**src/rtl/uart_alu_frame_if.sv**
```systemverilog
// Framed UART<->ALU command interface: START, OP, A, B, CHK in; ACK/NAK plus result bytes out.
// Multi-byte operands, XOR checksum, inter-byte and ALU-wait timeout, saturating error count.
module uart_alu_frame_if #(
    parameter int unsigned                NB_BYTE     = 8,
    parameter int unsigned                NB_OP       = 6,
    parameter int unsigned                N_OPB       = 2,
    parameter logic        [NB_BYTE-1:0]  START_BYTE  = 8'hFF,
    parameter logic        [NB_BYTE-1:0]  ACK_BYTE    = 8'h06,
    parameter logic        [NB_BYTE-1:0]  NAK_BYTE    = 8'h15,
    parameter int unsigned                TIMEOUT_CYC = 50000
) (
    input  logic                       clk,
    input  logic                       reset,
    input  logic [NB_BYTE-1:0]         rx_data,
    input  logic                       rx_empty,
    output logic                       rd,
    input  logic                       tx_full,
    output logic                       wr_tx,
    output logic [NB_BYTE-1:0]         tx_data,
    input  logic [NB_BYTE*N_OPB-1:0]   alu_result,
    input  logic                       alu_valid,
    output logic                       alu_start,
    output logic [NB_OP-1:0]           alu_op,
    output logic [NB_BYTE*N_OPB-1:0]   alu_a,
    output logic [NB_BYTE*N_OPB-1:0]   alu_b,
    output logic                       busy,
    output logic [7:0]                 err_cnt
);

    localparam int unsigned W  = NB_BYTE * N_OPB;
    localparam int unsigned TW = (TIMEOUT_CYC > 1) ? $clog2(TIMEOUT_CYC) : 1;
    localparam int unsigned IW = (N_OPB > 1) ? $clog2(N_OPB) : 1;
    localparam logic [TW-1:0] TMAX = TW'(TIMEOUT_CYC - 1);
    localparam logic [IW-1:0] ILAST = IW'(N_OPB - 1);

    typedef enum logic [2:0] {
        S_IDLE, S_GET_OP, S_GET_A, S_GET_B, S_GET_CHK, S_RUN, S_SEND_STAT, S_SEND_RES
    } state_e;

    state_e             state_q, state_d;
    logic [NB_OP-1:0]   op_q, op_d;
    logic [W-1:0]       a_q, a_d;
    logic [W-1:0]       b_q, b_d;
    logic [W-1:0]       res_q, res_d;
    logic [NB_BYTE-1:0] chk_q, chk_d;
    logic [IW-1:0]      idx_q, idx_d;
    logic [TW-1:0]      tmr_q, tmr_d;
    logic               nak_q, nak_d;
    logic               first_q, first_d;
    logic [7:0]         err_q, err_d;
    logic               err_inc;
    logic               timeout;

    assign alu_op  = op_q;
    assign alu_a   = a_q;
    assign alu_b   = b_q;
    assign err_cnt = err_q;
    assign timeout = (tmr_q == TMAX);

    // State register
    always_ff @(posedge clk) begin
        if (reset) state_q <= S_IDLE;
        else       state_q <= state_d;
    end

    always_ff @(posedge clk) begin
        if (reset) begin
            op_q    <= '0;
            a_q     <= '0;
            b_q     <= '0;
            res_q   <= '0;
            chk_q   <= '0;
            idx_q   <= '0;
            tmr_q   <= '0;
            nak_q   <= 1'b0;
            first_q <= 1'b0;
            err_q   <= '0;
        end else begin
            op_q    <= op_d;
            a_q     <= a_d;
            b_q     <= b_d;
            res_q   <= res_d;
            chk_q   <= chk_d;
            idx_q   <= idx_d;
            tmr_q   <= tmr_d;
            nak_q   <= nak_d;
            first_q <= first_d;
            err_q   <= err_d;
        end
    end

    // Next-state and datapath update; rd doubles as the byte-consumed strobe
    always_comb begin
        state_d = state_q;
        op_d    = op_q;
        a_d     = a_q;
        b_d     = b_q;
        res_d   = res_q;
        chk_d   = chk_q;
        idx_d   = idx_q;
        tmr_d   = tmr_q + TW'(1);
        nak_d   = nak_q;
        first_d = 1'b0;
        err_inc = 1'b0;

        unique case (state_q)
            S_IDLE: begin
                tmr_d = '0;
                if (rd && rx_data == START_BYTE) state_d = S_GET_OP;
            end
            S_GET_OP: begin
                if (rd) begin
                    op_d    = rx_data[NB_OP-1:0];
                    chk_d   = rx_data;
                    idx_d   = '0;
                    tmr_d   = '0;
                    state_d = S_GET_A;
                end else if (timeout) begin
                    err_inc = 1'b1;
                    state_d = S_IDLE;
                end
            end
            S_GET_A: begin
                if (rd) begin
                    a_d   = W'({a_q, rx_data});
                    chk_d = chk_q ^ rx_data;
                    tmr_d = '0;
                    if (idx_q == ILAST) begin
                        idx_d   = '0;
                        state_d = S_GET_B;
                    end else begin
                        idx_d = idx_q + IW'(1);
                    end
                end else if (timeout) begin
                    err_inc = 1'b1;
                    state_d = S_IDLE;
                end
            end
            S_GET_B: begin
                if (rd) begin
                    b_d   = W'({b_q, rx_data});
                    chk_d = chk_q ^ rx_data;
                    tmr_d = '0;
                    if (idx_q == ILAST) begin
                        idx_d   = '0;
                        state_d = S_GET_CHK;
                    end else begin
                        idx_d = idx_q + IW'(1);
                    end
                end else if (timeout) begin
                    err_inc = 1'b1;
                    state_d = S_IDLE;
                end
            end
            S_GET_CHK: begin
                if (rd) begin
                    tmr_d = '0;
                    if (rx_data == chk_q) begin
                        first_d = 1'b1;
                        state_d = S_RUN;
                    end else begin
                        nak_d   = 1'b1;
                        err_inc = 1'b1;
                        state_d = S_SEND_STAT;
                    end
                end else if (timeout) begin
                    err_inc = 1'b1;
                    state_d = S_IDLE;
                end
            end
            S_RUN: begin
                if (alu_valid) begin
                    res_d   = alu_result;
                    nak_d   = 1'b0;
                    tmr_d   = '0;
                    state_d = S_SEND_STAT;
                end else if (timeout) begin
                    nak_d   = 1'b1;
                    err_inc = 1'b1;
                    tmr_d   = '0;
                    state_d = S_SEND_STAT;
                end
            end
            S_SEND_STAT: begin
                tmr_d = '0;
                if (!tx_full) begin
                    idx_d   = '0;
                    state_d = nak_q ? S_IDLE : S_SEND_RES;
                end
            end
            S_SEND_RES: begin
                tmr_d = '0;
                if (!tx_full) begin
                    res_d = W'({res_q, NB_BYTE'(0)});
                    if (idx_q == ILAST) begin
                        idx_d   = '0;
                        state_d = S_IDLE;
                    end else begin
                        idx_d = idx_q + IW'(1);
                    end
                end
            end
            default: state_d = S_IDLE;
        endcase

        err_d = (err_inc && err_q != 8'hFF) ? err_q + 8'd1 : err_q;
    end

    // FIFO handshakes and status outputs
    always_comb begin
        rd        = 1'b0;
        wr_tx     = 1'b0;
        tx_data   = '0;
        alu_start = 1'b0;
        busy      = (state_q != S_IDLE);
        unique case (state_q)
            S_IDLE, S_GET_OP, S_GET_A, S_GET_B, S_GET_CHK: rd = !rx_empty && !reset;
            S_RUN:       alu_start = first_q && !reset;
            S_SEND_STAT: begin
                wr_tx   = !tx_full && !reset;
                tx_data = nak_q ? NAK_BYTE : ACK_BYTE;
            end
            S_SEND_RES: begin
                wr_tx   = !tx_full && !reset;
                tx_data = res_q[W-1 -: NB_BYTE];
            end
            default: ;
        endcase
    end

endmodule

```
**config.mk**
```make
export PLATFORM = sky130hd
export DESIGN_NAME = uart_alu_frame_if
export DESIGN_NICKNAME = d
export VERILOG_FILES = /design/src/rtl/uart_alu_frame_if.sv
export SDC_FILE = /design/constraint.sdc
export NUM_CORES = 1
export LEC_CHECK = 0
export CORE_MARGIN = 2
export CORE_UTILIZATION = 45
export CTS_CLUSTER_SIZE = 30
export DETAILED_ROUTE_END_ITERATION = 6
export PLACE_DENSITY = 0.69
export SYNTH_ARGS = -nofsm -noshare
export SYNTH_HDL_FRONTEND = slang
export SYNTH_SLANG_ARGS = --single-unit
```
**constraint.sdc**
```tcl
create_clock -name clk -period 2.85 [get_ports clk]
set_clock_uncertainty 0.1 [all_clocks]
set_input_delay 0.285 -clock clk [delete_from_list [all_inputs] [get_ports clk]]
set_output_delay 0.285 -clock clk [all_outputs]
set_load 0.1 [all_outputs]
```
==> results.md <==
* Status: finished, final reports clean
* Total number of vias at between 3000 and 4000
* Hold Vio Cnt, Final at 0
* Buf+Inv Stages, Crit Path at 2
* Slew Limit Fails at 0
* Crit-path slowest cell: dfxtp_1
* Worst-Margin Slew at between 0.7 and 0.8 ns
* Final setup vio count at 0
* Worst path arrival time at between 2 and 2.5 ns
* Num Clock Sinks at between 90 and 100
* Worst hold path type: input port to flip-flop
* Syn Inst Count at about 500
* Fin Setup TNS at 0 ns
* Peak VDD IR at approximately 0.23 mV
* Non-filler instance count after layout at just under 700
* Synthesized cell area at about 4100 sq um
* Overflow after GRT at 0
* Worst EP required at roughly 2.5 ns
* Port bufs at between 80 and 90
* Detailed placement HPWL at a little under 7000 microns
* Design Area, Final at between 5000 and 6000 sq um
* Fmax achieved at roughly 390 MHz
* FFs w/ async S/R, synth at 0
* RSZ-0062 raised after global routing: no
* I/O pin cnt at between 80 and 90
* Reg2Reg Depth at 6
* Net Sw Frac at 0.254
* Clock power share at 0.353
* Worst-path clk slew at ~0.090 ns
* Chip width at about 99 microns
* Sequential share of the synthesized area at 0.455
* CTS root buffer: clkbuf_8
* Fraction of layout cells with a size suffix above 1 at 0.174
* Dpl cell area at around 5000 sq um
* Critical path type: flip-flop to output port
* GPL Wtd Cong at 0.828
* Pre-antenna DRT Iters at 4
* CTS resizes at 0
* Reg power frac at 0.566
* Mean post-synth cell area at between 8 and 9 sq um
* Tcrit/Tclk final at 0.906
* Number of post-CTS setup repair buffers at 0
* Power Density at ~450 nW/um^2
* Max Buffers Root-to-Sink at 2
* Final min period at roughly 2.6 ns
* Initial Util at 0.465
* P&R area growth vs syn at 26.5%
* Top post-synthesis cells by area: dfxtp_1, nand2_1, nor2_1
* Synth Flop Type: dfxtp_1
* Levels on crit path at 5
* Post-layout util at 0.588
* Post-synth EDFFs at 0
* Number of nets in the layout at 611
* Lkg Pwr at between 1.5 and 2 nW
* Vias in the first global route at around 3400
* MaxCap Viol Count at 0
* Die Area at between 9000 and 10000 sq um
* H-tree lvl count at 3
* # rows at 34
* Pint at between 1.5 and 2 mW
* Post-placement cell count at about 680
* First-pass GRT wire length at 16100 microns
* Drt drc at 0
* Final WL at between 9000 and 10000 microns
* Combinational power share at 0.082
* Diode count at 0
* Crit path from: state_q[1]$_SDFFE_PP0P_
* CTS buffer count at 9
* Yosys top cell by area: dfxtp_1
* Crit start category: flip-flop
* Vias per inst at about 5.3
* Worst-Skew Late Latency at between 0.3 and 0.4 ns
* Crit-path max FO at 21
* CTS tree: built
* Area share of the largest cell type after synthesis at 0.455
* Chip height at roughly 100 microns
* Crit. End Element: output port
* Iteration-0 DRC Markers at about 250
* Synth Register Bits at between 90 and 100
* Core area at roughly 8700 sq um
* Initial antenna violation count at 0
* Routed Antenna Nets at 0
* Mapped Nets at 526
* Total number of yosys warnings at 0
* Largest net degree at the start of global routing at 47
* CTS Hold Bufs at 0
* Worst Setup EP: tx_data[7]
* GRT Util Overall at 0.198
* Crit-path cells: nand2_1 -> nor2_1 -> buf_4 -> and2_1 -> buf_12
* P_sw at between 500 and 600 uW
* Yosys cell types at 51
* Per-cell routed wire length at around 14 microns
* Max_slew headroom at 0.508
* Reg2reg start: state_q[2]$_SDFFE_PP0P_
* CP max stage delay at a little over 0.8 ns
* Reg2reg end: res_q[9]$_SDFFE_PP0P_
* Top Family by Delay on Critical Path: flip-flops
* Slack of the worst reg-to-reg path at 0.49 ns
[cell families after synthesis]
family          Yosys count  share of synthesized area
mux                      12                     0.0312
compound gates           85                      0.137
simple gates            243                      0.272
xor+xnor                 31                     0.0670
fa+ha+maj                 2                    0.00618
flops                    92                      0.455
buf+inv                  30                     0.0327
[tightest hold or removal path, stage by stage]
cell and delay, ns:
buf_2 0.12, nor2_2 0.08, nand3_1 0.11, nor3_1 0.08
[synthesized netlist by cell type (4+ instances only)]
master / instances
dfxtp_1: 92
xor2_1: 6
nor3_1: 8
inv_1: 5
nand3_1: 12
nor2b_1: 5
nand4_1: 9
a311oi_1: 8
a22oi_1: 9
o21ai_0: 11
buf_2: 9
and3_1: 9
nand2_1: 111
mux2i_1: 7
mux2_1: 4
nor2_1: 64
a21oi_1: 42
xnor2_1: 25
clkbuf_1: 13
and2_1: 8
[cell usage in the layout (no fill, tap or decap), types with 10 or more instances in the layout]
master           Yosys  final
nand3_1             12     12
a21oi_1             42     42
xnor2_1             25     25
nor2_1              64     64
buf_4                0     67
clkbuf_8             0     10
clkdlybuf4s50_1      0     27
nand2_1            111    111
o21ai_0             11     11
dfxtp_1             92     92
[stage by stage]
step	total power, mW	setup slack (ns)	hold slack [ns]
final	2.30	0.269	0.289
after detailed placement	1.51	0.316	0.335
after CTS	2.33	0.281	0.269
after floorplan	1.43	0.0202	0.313
after global routing	2.38	0.145	0.311
after global placement	1.51	0.411	0.325
[worst min path at each step]
stage,startpoint,end,slack [ns],cells past startpoint
finish,reset,first_q$_SDFF_PP0_,0.29,4
global route,reset,first_q$_SDFF_PP0_,0.31,4
CTS,reset,first_q$_SDFF_PP0_,0.27,4
detailed placement,tmr_q[0]$_SDFF_PP0_,tmr_q[0]$_SDFF_PP0_,0.34,1
global placement,tmr_q[0]$_SDFF_PP0_,tmr_q[0]$_SDFF_PP0_,0.32,1
floorplan,tmr_q[0]$_SDFF_PP0_,tmr_q[0]$_SDFF_PP0_,0.31,1
[flip-flops by register name, indices dropped and copies added (netlist names)]
name,count
first_q,1
chk_q,8
state_q,3
alu_a,16
alu_b,16
err_cnt,8
tmr_q,16
nak_q,1
res_q,16
idx_q,1
alu_op,6
[power by group through the flow]
stage	Sequential, mW	Combinational (mW)	Clock, mW
after floorplan	1.34	0.0944	0
after global placement	1.33	0.185	0
after detailed placement	1.33	0.186	0
after CTS	1.30	0.187	0.841
after global routing	1.30	0.201	0.882
final	1.30	0.188	0.810
[layer usage]
metal / track usage / vias to the layer above / part of all wire
met4: 0.0685 / 0 / 0.0073
met2: 0.318 / 73 / 0.49
met5: 0 / - / 0
met3: 0.0319 / 4 / 0.032
li1: - / 1843 / -
met1: 0.271 / 1721 / 0.47
[final cells by class]
cell class                 instances  area (sq um)
clock buffer                      10           138
clock inverter                     6          46.3
fill                             812          3590
inverter                           5          18.8
multi-input combinational        373          2090
sequential                        92          1840
tap                              108           135
timing repair buffer              99           858
Note: power is estimated with default switching activity, not from simulation.
